## src/rtl/run_led_sequencer.sv

```systemverilog
// Running-LED sequencer: one shared step counter drives a one-hot LED vector.
// Optional RUN_LED_BOUNCE_EN turns wrap-around stepping into ping-pong stepping.
module run_led_sequencer #(
    parameter logic [22:0] STEP_CYCLES = 23'd5_000_000,
    parameter int          LED_NUM     = 4,
    parameter int          POS_W       = 2
) (
    input  logic               CLK,
    input  logic               RST,
    input  logic               En_Sig,
    input  logic               Dir_Sig,
    output logic               Step_Tick,
    output logic [POS_W-1:0]   Pos_Out,
    output logic [LED_NUM-1:0] LED_Out
);

    localparam logic [22:0]        COUNT_LAST = STEP_CYCLES - 23'd1;
    localparam logic [POS_W-1:0]   POS_LAST   = POS_W'(LED_NUM - 1);
    localparam logic [POS_W-1:0]   POS_ZERO   = '0;
    localparam logic [POS_W-1:0]   POS_ONE    = POS_W'(1);
    localparam logic [LED_NUM-1:0] LED_ONE    = {{(LED_NUM-1){1'b0}}, 1'b1};

    logic [22:0]      count_q;
    logic [22:0]      count_nxt;
    logic [POS_W-1:0] pos_nxt;
    logic             step_edge;
    logic             going_down;

    assign step_edge = En_Sig && (count_q == COUNT_LAST);

`ifdef RUN_LED_BOUNCE_EN
    typedef enum logic {DIR_UP = 1'b0, DIR_DOWN = 1'b1} dir_t;

    dir_t dir_q;
    dir_t dir_nxt;
    logic unused_dir_sig;

    // Ping-pong mode steers from its own direction register; Dir_Sig is ignored.
    assign unused_dir_sig = Dir_Sig;
    assign going_down     = (dir_q == DIR_DOWN);

    // NOTE: every variable written in always_comb gets a default first, so no
    // path through the block can leave it unassigned and infer a latch.
    always_comb begin
        pos_nxt = Pos_Out;
        dir_nxt = dir_q;
        if (!going_down) begin
            if (Pos_Out == POS_LAST) begin
                pos_nxt = Pos_Out - POS_ONE;
                dir_nxt = DIR_DOWN;
            end else begin
                pos_nxt = Pos_Out + POS_ONE;
            end
        end else begin
            if (Pos_Out == POS_ZERO) begin
                pos_nxt = POS_ONE;
                dir_nxt = DIR_UP;
            end else begin
                pos_nxt = Pos_Out - POS_ONE;
            end
        end
    end

    always_ff @(posedge CLK) begin
        if (RST) begin
            dir_q <= DIR_UP;
        end else if (step_edge) begin
            dir_q <= dir_nxt;
        end
    end
`else
    assign going_down = Dir_Sig;

    // NOTE: every variable written in always_comb gets a default first, so no
    // path through the block can leave it unassigned and infer a latch.
    always_comb begin
        pos_nxt = Pos_Out;
        if (!going_down) begin
            // Explicit wrap compare: LED_NUM need not be a power of two.
            pos_nxt = (Pos_Out == POS_LAST) ? POS_ZERO : Pos_Out + POS_ONE;
        end else begin
            pos_nxt = (Pos_Out == POS_ZERO) ? POS_LAST : Pos_Out - POS_ONE;
        end
    end
`endif

    always_comb begin
        count_nxt = count_q;
        if (step_edge) begin
            count_nxt = '0;
        end else if (En_Sig) begin
            count_nxt = count_q + 23'd1;
        end
    end

    // NOTE: sequential state uses non-blocking assignments so every register
    // samples pre-edge values regardless of statement order.
    always_ff @(posedge CLK) begin
        if (RST) begin
            count_q   <= '0;
            Step_Tick <= 1'b0;
            Pos_Out   <= POS_ZERO;
            LED_Out   <= LED_ONE;
        end else begin
            count_q   <= count_nxt;
            Step_Tick <= step_edge;
            if (step_edge) begin
                Pos_Out <= pos_nxt;
                LED_Out <= LED_ONE << pos_nxt;
            end
        end
    end

endmodule
```

## config.mk

```make
export PLATFORM = sky130hd
export DESIGN_NAME = run_led_sequencer
export DESIGN_NICKNAME = d
export VERILOG_FILES = /design/src/rtl/run_led_sequencer.sv
export SDC_FILE = /design/constraint.sdc
export NUM_CORES = 1
export LEC_CHECK = 0
export CELL_PAD_IN_SITES_DETAIL_PLACEMENT = 0
export CELL_PAD_IN_SITES_GLOBAL_PLACEMENT = 1
export CORE_AREA = 2 2 62 64
export DETAILED_ROUTE_END_ITERATION = 7
export DIE_AREA = 0 0 64 66
export PLACE_DENSITY_LB_ADDON = 0.08
export SLEW_MARGIN = 30
export SYNTH_ARGS = -nofsm -noshare
export SYNTH_HDL_FRONTEND = slang
export SYNTH_SLANG_ARGS = --single-unit
```

## constraint.sdc

```tcl
create_clock -name CLK -period 2.5 [get_ports CLK]
set_clock_uncertainty 0.1 [all_clocks]
set_input_delay 0.75 -clock CLK [delete_from_list [all_inputs] [get_ports CLK]]
set_output_delay 0.75 -clock CLK [all_outputs]
set_load 0.05 [all_outputs]
```

==> out/summary.md <==
## Setup path
• maximum cell stage delay along the critical path: 0.82 ns
• launching element type of the critical path: flip-flop
• gate family responsible for the most delay along the worst path: buffers and inverters
• FF-to-FF path depth: 5
• R2R Path End: count_q[20]
• crit end category: output pin
• critical path depth in cells: 1
• Critical Path Slowest Stage Cell: clkdlybuf4s50_1
• data arrival time of the critical path: 1.53 ns
• required time of the critical path: 1.65 ns
• Critical R2R Launch: count_q[0]
• critical-path maximum fanout: 5
• Critical Path Source: Pos_Out[0]
• setup slack, reg-to-reg: 0.44 ns
• worst path buffer plus inverter count: 1
• chain of cells forming the critical path: clkdlybuf4s50_1
• type of the setup path with the least slack: reg -> out

## Floorplanning
• Die X: 64 um
• area of the core region: 0.00355 mm^2
• die height: 66 um
• number of primary I/O pins: 11
• row count: 22
• Initial Util: 0.412
• DIE AREA: 0.00422 mm^2

## Timing
• final setup violation count: 0
• normalized max-slew margin: 0.671
• final number of hold-violating endpoints: 0
• Final min period: 2.38 ns
• max-slew violation total from the final report: 0
• setup repair after global routing missed its margin: no
• share of the clock period used by the worst path after layout: 0.953
• measured slew at the worst slew-check pin: 0.492 ns
• post-route worst hold slack: 0.374 ns
• final-layout setup total negative slack: 0 ns
• FMAX: 420 MHz
• min setup slack post-route: 0.117 ns

## Drt
• final routed wirelength across all metal layers: 3.21 mm
• drt wl/cell: 13.1 um
• # DRC: 0
• iteration count of the initial detailed-routing pass: 4
• violation count after the first detailed-routing iteration: 44
• final antenna-violating net count: 0
• vias per inst: 5.50
• via count: 1347

## Synthesis
• Synth Area per Inst: 8.40 um^2
• sequential element share of the synthesized area: 0.411
• proportion of register bits with asynchronous set or reset after synthesis: 0
• number of flip-flops and latches in the synthesized netlist: 30
• net count of the mapped netlist: 181
• netlist area before placement: 0.00146 mm^2
• number of enable-type register cells in the synthesized netlist: 0
• gate count of the mapped netlist: 174
• unique cell type count in the Yosys netlist: 31
• Top FF cell, synth: dfxtp_1
• largest cells by area after synthesis: dfxtp_1 41%, xnor2_1 6.0%, a21oi_1 4.8%
• number of warnings printed during yosys synthesis: 0
• Yosys top cell area share: 0.411
• area leader, netlist: dfxtp_1

## CTS
• post-CTS setup repair buffer count: 0
• insertion delay to the later sink of the worst-skew pair: 0.33 ns
• clock tree from TritonCTS: yes
• quantity of gates resized following cts: 0
• Num CTS Buffers: 5
• H-tree depth: 2
• number of sinks on the clock net: 30
• clock transition at the registers of the reported paths: 0.09 ns
• cell chosen for the clock root: clkbuf_4
• maximum clock path buffer count: 2
• post-cts hold buffer count: 0

## Global route
• maximum number of pins on one net before global-route repair: 13
• global route hottest layer: met2
• residual overflow from global routing: 0
• M1 GR Usage: 0.218
• via count of the first global-routing pass: 1280
• GRT Total Usage: 0.173
• number of antenna violations at the first check in global routing: 0
• GR Util met2: 0.285
• fraction of met3 tracks used by global routing: 0.0477
• wire length of the first global-routing pass: 5.75 mm

## Final layout
• final cell area excluding filler cells: 0.00175 mm^2
• Final #Nets: 203
• proportion of layout cells with a drive suffix above 1: 0.122
• total inserted antenna cells: 0
• non-filler cells, final: 245
• count of filler cells inserted in the layout: 341
• area delta synth->final: 19.6%

## Run
• Max Cap Violations: 0

## Min path
• worst hold-check path type: reg -> reg
• Hold Path Sink: LED_Out[1]
• hold path cells: 2
• Hold Startpoint: LED_Out[1]

## Placement
• half-perimeter wire length after placement: 2.44 mm
• post-place instance area: 0.00168 mm^2
• number of cells after detailed placement: 237
• worst slack after detailed placement: -0.296 ns
• count of port buffers added during placement: 10
• Final Wtd Congestion: 0.794

## Run status
• outcome: completed

## Pwr
• pwr dens: 468 mW/mm^2
• LEAKAGE: 0.568 nW
• VDD IR-drop max: 0.258 mV

[through the flow]
| step | utilization | power, mW |
|---|---|---|
| final | 0.492 | 0.818 |
| after global routing | 0.492 | 0.854 |
| after CTS | 0.490 | 0.830 |
| after detailed placement | 0.473 | 0.529 |
| after global placement | 0.473 | 0.527 |
| after floorplan | - | 0.514 |
[metal layers]
layer	part of all wire	vias to the layer above
met4	0.014	0
li1	-	674
met1	0.48	648
met2	0.46	20
met5	0	-
met3	0.044	5
[layout make-up]
type	instances	area (um^2)	area share
clock buffer	7	55.1	0.0315
clock inverter	1	5.00	0.00286
inverter	6	22.5	0.0129
multi-input combinational	131	815	0.466
sequential	30	601	0.344
tap	48	60.1	0.0344
timing repair buffer	22	190	0.109
[worst max-delay path by stage]
stage | endpoint | slack [ns]
final | Pos_Out[0] | 0.12
after global routing | count_q[19] | 0.07
after CTS | count_q[19] | 0.05
after detailed placement | count_q[22] | -0.30
after global placement | count_q[20] | -0.26
after floorplan | count_q[20] | 0.15
[report_power, final]
part	switching, mW	total [mW]	leakage, nW	internal [mW]
sequential	0.00417	0.485	0.242	0.481
combinational	0.0176	0.0325	0.291	0.0149
clock	0.164	0.300	0.0353	0.136
total	0.186	0.818	0.568	0.632
[worst min-delay path, stage by stage, from the launching register on]
cell	delay (ns)
dfxtp_1	0.31
o21ai_0	0.06
a21oi_1	0.06
[cells in the mapped netlist (all sizes together), types with 2 or more instances]
cell type / number
a21oi: 14
and2: 2
and4: 3
buf: 3
clkbuf: 4
dfxtp: 30
ha: 3
inv: 6
nand2: 12
nand3: 6
nand4: 11
nor2: 18
nor3: 4
nor4: 5
nor4b: 2
nor4bb: 2
o21ai: 13
o31ai: 2
or3: 8
or4: 6
xnor2: 10
xor2: 5
[registers in the layout (all words and copies together), names as in the netlist]
register   cells
count_q       23
Pos_Out        2
Step_Tick      1
LED_Out        4
[layout by cell type, fill, tap and decap left out, types with 3 or more instances in the layout]
cell type	instances
dfxtp_1	30
nor2_1	18
a21oi_1	14
o21ai_0	13
nand2_1	12
buf_4	12
xnor2_1	10
clkdlybuf4s50_1	10
nand4_1	9
or3_1	8
inv_1	6
nand3_1	6
nor4_1	5
xor2_1	5
clkbuf_4	5
or4_1	4
nor3_1	4
ha_1	3
[cells by family (layout without fill, tap and decap cells)]
group                    count (synthesis)  after routing  share of synthesized area
AND/OR/NAND/NOR                         80             80                      0.311
AO/OA/AOI/OAI                           32             32                      0.119
flip-flops                              30             30                      0.411
XOR/XNOR                                15             15                     0.0899
buffers and inverters                   13             36                     0.0368
adder cells (fa/ha/maj)                  3              3                     0.0257
multiplexers                             1              1                    0.00685
Note: power is estimated with default switching activity, not from simulation.
